===== config.mk =====
export PLATFORM = sky130hd
export DESIGN_NAME = mem_load_ctrl
export DESIGN_NICKNAME = d
export VERILOG_FILES = /design/src/rtl/mem_load_pkg.sv /design/src/rtl/stall_watchdog.sv /design/src/rtl/mem_load_ctrl.sv
export SDC_FILE = /design/constraint.sdc
export NUM_CORES = 1
export LEC_CHECK = 0
export ABC_AREA = 1
export CAP_MARGIN = 10
export CORE_UTILIZATION = 37
export CTS_BUF_LIST = sky130_fd_sc_hd__clkbuf_8 sky130_fd_sc_hd__clkbuf_16
export CTS_CLUSTER_DIAMETER = 60
export DETAILED_ROUTE_END_ITERATION = 16
export PLACE_DENSITY = 0.79
export SLEW_MARGIN = 10
export SYNTH_ARGS = -nofsm -noshare
export SYNTH_HDL_FRONTEND = slang
export SYNTH_SLANG_ARGS = --single-unit
export TNS_END_PERCENT = 10

===== constraint.sdc =====
create_clock -name clk -period 1.33 [get_ports clk]
set_input_delay 0.1995 -clock clk [delete_from_list [all_inputs] [get_ports clk]]
set_output_delay 0.1995 -clock clk [all_outputs]
set_load 0.005 [all_outputs]

===== src/rtl/mem_load_pkg.sv =====
// Shared types and default parameter values for the memory-load controller.
package mem_load_pkg;

    localparam int ADDR_W_DEF    = 8;
    localparam int DATA_W_DEF    = 16;
    localparam int CNT_W_DEF     = 4;
    localparam int STALL_MAX_DEF = 8;

    typedef enum logic [1:0] {
        IDLE  = 2'd0,
        LOAD  = 2'd1,
        FIN   = 2'd2,
        ABORT = 2'd3
    } load_state_e;

endpackage


===== src/rtl/stall_watchdog.sv =====
// Saturating stall counter: counts source-idle cycles, flags when the limit is held.
module stall_watchdog
    import mem_load_pkg::*;
#(
    parameter int STALL_MAX = STALL_MAX_DEF
) (
    input  logic clk,
    input  logic reset_n,
    input  logic clr_i,
    input  logic inc_i,
    output logic limit_hit_o
);

    localparam int CW = $clog2(STALL_MAX + 1);
    localparam logic [CW-1:0] LIMIT = CW'(STALL_MAX);

    logic [CW-1:0] cnt_q, cnt_d;

    // Next count: clear has priority, increment stops at the limit.
    always_comb begin
        cnt_d = cnt_q;
        if (clr_i) begin
            cnt_d = '0;
        end else if (inc_i && (cnt_q != LIMIT)) begin
            cnt_d = cnt_q + 1'b1;
        end
    end

    // Counter register.
    always_ff @(posedge clk or negedge reset_n) begin
        if (!reset_n) begin
            cnt_q <= '0;
        end else begin
            cnt_q <= cnt_d;
        end
    end

    // Decoded from the register so the abort decision is made on a stable value.
    assign limit_hit_o = (cnt_q == LIMIT);

endmodule


===== src/rtl/mem_load_ctrl.sv =====
// Burst loader: takes word_cnt words from a valid/ready stream into consecutive
// memory addresses, signalling load_mem/done downstream, with stall abort.
module mem_load_ctrl
    import mem_load_pkg::*;
#(
    parameter int ADDR_W    = ADDR_W_DEF,
    parameter int DATA_W    = DATA_W_DEF,
    parameter int CNT_W     = CNT_W_DEF,
    parameter int STALL_MAX = STALL_MAX_DEF
) (
    input  logic              clk,
    input  logic              reset_n,
    input  logic              start,
    input  logic [ADDR_W-1:0] base_addr,
    input  logic [CNT_W-1:0]  word_cnt,
    input  logic              wr_valid,
    input  logic [DATA_W-1:0] wr_data,
    output logic              wr_ready,
    output logic              mem_we,
    output logic [ADDR_W-1:0] mem_addr,
    output logic [DATA_W-1:0] mem_wdata,
    output logic              load_mem,
    output logic              done,
    output logic              busy,
    output logic              stall_err
);

    localparam logic [CNT_W-1:0] ONE = CNT_W'(1);

    load_state_e       state_q, state_d;
    logic [ADDR_W-1:0] addr_q, addr_d;
    logic [CNT_W-1:0]  rem_q, rem_d;
    logic              hs;
    logic              wd_clr, wd_inc, limit_hit;

    stall_watchdog #(
        .STALL_MAX (STALL_MAX)
    ) u_wd (
        .clk         (clk),
        .reset_n     (reset_n),
        .clr_i       (wd_clr),
        .inc_i       (wd_inc),
        .limit_hit_o (limit_hit)
    );

    assign wr_ready  = (state_q == LOAD) && (rem_q != '0);
    assign hs        = wr_valid && wr_ready;
    assign mem_we    = hs;
    assign mem_addr  = addr_q;
    assign mem_wdata = wr_data;

    assign load_mem  = (state_q == LOAD);
    assign done      = (state_q == FIN);
    assign stall_err = (state_q == ABORT);
    assign busy      = (state_q != IDLE);

    // Next-state, address/count update and watchdog control.
    always_comb begin
        state_d = state_q;
        addr_d  = addr_q;
        rem_d   = rem_q;
        wd_clr  = 1'b0;
        wd_inc  = 1'b0;
        case (state_q)
            IDLE: begin
                if (start) begin
                    addr_d  = base_addr;
                    rem_d   = word_cnt;
                    wd_clr  = 1'b1;
                    state_d = LOAD;
                end
            end
            LOAD: begin
                if (rem_q == '0) begin
                    state_d = FIN;
                end else begin
                    if (hs) begin
                        addr_d = addr_q + 1'b1;
                        rem_d  = rem_q - 1'b1;
                        wd_clr = 1'b1;
                    end else if (!wr_valid) begin
                        wd_inc = 1'b1;
                    end
                    // The final handshake beats a coincident stall limit.
                    if (hs && (rem_q == ONE)) begin
                        state_d = FIN;
                    end else if (limit_hit) begin
                        state_d = ABORT;
                    end
                end
            end
            FIN:     state_d = IDLE;
            ABORT:   state_d = IDLE;
            default: state_d = IDLE;
        endcase
    end

    // State, address and remaining-count registers.
    always_ff @(posedge clk or negedge reset_n) begin
        if (!reset_n) begin
            state_q <= IDLE;
            addr_q  <= '0;
            rem_q   <= '0;
        end else begin
            state_q <= state_d;
            addr_q  <= addr_d;
            rem_q   <= rem_d;
        end
    end

endmodule


==> impl_metrics.toml <==
[run_status]
status = "finished, violations left"
violations = "setup timing"

[grt]
grt_pass1_vias = 1218
grt_max_degree = 19
grt_first_pass_wirelength_um = 5110
grt_usage_pct = 18.7
overflow = 0
antenna_found_initial = 0

[clock_tree]
cts_inserted_buffers = 3
h-tree-depth = 1
cts_sinks = 18
cts-root-to-sink-buffers = 2
cts_tree = "built"
clk_pin_slew_ns = 0.07
clkLatencyLatePin_ns = 0.26
holdBufCountCts = 0
clockRootBuffer = "clkbuf_8"

[place]
gp_congestion = 0.741
place_hpwl_um = 2240
place_area_um2 = 1660
port_buffers = 29

[timing]
max_freq_mhz = 715
min_period_over_period_pct = 105
max_slew_margin_pct = 83.9
slew_violations = 0
rsz0062_at_grt = "yes"
setup_viol = 16
finalHoldViolCount = 0
period_minus_slack_ns = 1.40
finalWorstSetupSlack_ns = -0.0678
holdWs_ns = 0.263
skew_ns = 0.00190
worst_slew_pin_slew_ns = 0.240

[power_and_ir_drop]
leakagePower_nw = 0.993
power.total_mw = 4.53
power_density_nw_per_um2 = 2430
irDropWorstVdd_mv = 0.648

[synth]
synthesis.area_um2 = 1330
ys_seq_elements = 18
yosys_warnings = 0
synth_top_area_share_pct = 33.8
synth_nets = 230
syn-mean-instance-area_um2 = 6.90
synthDistinctLibCells = 22
syn_inst = 193
yosys-top-cells-area = "dfrtp_1 (34%), nand2_1 (21%), buf_4 (9.6%), nand3_1 (5.6%), inv_1 (5.4%)"
yosysSeqAreaShare_pct = 33.8
yosysTopAreaCell = "dfrtp_1"

[layout]
layout_common_cells = "nand2_1 (71), buf_4 (19), dfrtp_1 (17), inv_1 (15), clkdlybuf4s50_1 (15)"
n_antenna_cell = 0
drive_gt1_share_pct = 25.5
layout_commonest_cell = "nand2_1"
syn_to_final_growth_pct = 40.1
stdcell_area_um2 = 1870
num-nets-final = 273

[worst_hold_path]
hp-class = "in -> async"

[routing]
first_pass_iters = 4
route.detailed.drc = 0
first_iter_violations = 44
routed-via-count = 1326
post_drt_wl_per_cell_um = 11.7
viasPerCell = 4.72
ant_nets = 0
routed_wl_um = 3280

[floorplanning]
die_x_um = 62.0
rows = 21
start_util_pct = 39.3
die-area_um2 = 3850
die_h_um = 62.0
core_area_um2 = 3390
io_pins = 62

[critical_path]
crit_path_max_fanout = 4
cp_data_required_time_ns = 1.53
setup.worst_path.end_class = "flip-flop"
start_kind = "flip-flop"
crit_type = "reg -> reg"
cp_data_arrival_time_ns = 1.60

[flow_run]
cap_viol_max_count = 0
per-layer routing:
| metal | wire length (um) | GRT usage (%) | up-vias |
|---|---|---|---|
| li1 | - | - | 665 |
| met1 | 1360 | 20.7 | 619 |
| met2 | 1680 | 31.6 | 35 |
| met3 | 181 | 4.76 | 7 |
| met4 | 65 | 12.1 | 0 |
| met5 | 0 | 0 | - |
worst paths after layout:
kind,start,endpoint,slack [ns],cells past startpoint
worst max-delay path,state_q[1],u_wd.cnt_q[0],-0.07,8
worst min-delay path,reset_n,u_wd.cnt_q[1],0.26,2
worst max register to register,state_q[1],u_wd.cnt_q[0],-0.07,8
worst min register to register,mem_addr[7],mem_addr[7],0.53,2
max in group asynchronous,reset_n,mem_addr[2],0.85,2
min in group clk,wr_data[0],mem_wdata[0],0.40,0
layout make-up:
class,count,area (um2)
clock buffer,4,55.1
fill,318,1520
inverter,22,87.6
multi-input combinational,133,693
sequential,18,452
tap,46,57.6
timing repair buffer,58,522
flip-flops by register name, indices dropped and copies added (netlist names):
name / cells
rem_q: 4
mem_addr: 8
state_q: 2
u_wd.cnt_q: 4
metrics by stage:
step                      TNS, ns  setup WS, ns  std cells  util [%]
after global routing        -1.93        -0.135        281      55.1
after floorplan                 0        0.0197        193         -
after global placement      -1.63        -0.204        267      49.1
after detailed placement    -2.33        -0.245        267      49.1
final                      -0.626       -0.0678        281      55.1
after CTS                 -0.0926       -0.0354        278      53.1
cells in the mapped netlist:
master	number
nand4_1	2
xor2_1	1
nand2_1	74
a21oi_1	3
nand2_4	1
nor2_1	13
or2_2	1
buf_4	17
dfrtp_1	18
a31oi_1	1
nor2_4	1
o21ai_0	7
o21bai_1	2
nand3b_1	1
inv_1	19
nand3_1	15
o21ai_1	3
nand3_4	1
ha_1	5
nor2_2	2
buf_6	3
inv_2	3
cell families (layout without fill, tap and decap cells):
family	Yosys count	in the layout	share of synthesized area, %
xor+xnor	1	1	0.657
simple gates	111	111	36.1
compound gates	16	16	6.48
buf+inv	42	84	18.3
fa+ha+maj	5	5	4.69
flops	18	18	33.8
critical path: stages (launching register included):
cell	delay, ns
dfrtp_1	0.42
nor2_4	0.15
buf_6	0.14
nand2_4	0.05
buf_6	0.11
nor2_4	0.19
buf_6	0.13
nand3_2	0.06
nand2_1	0.07
power breakdown:
group	switching [mW]	total (mW)	internal (mW)
sequential	0.220	1.01	0.793
clock	0.198	0.462	0.264
combinational	1.57	3.06	1.49
total	1.98	4.53	2.55
timing repair:
item / CTS / global route
endpoints found under the setup margin: 30 / 23
pin swaps: 5 / 7
buffers inserted: 7 / 3
resized for setup: 45 / 18
No activity file was read; power rests on OpenSTA's default activity.
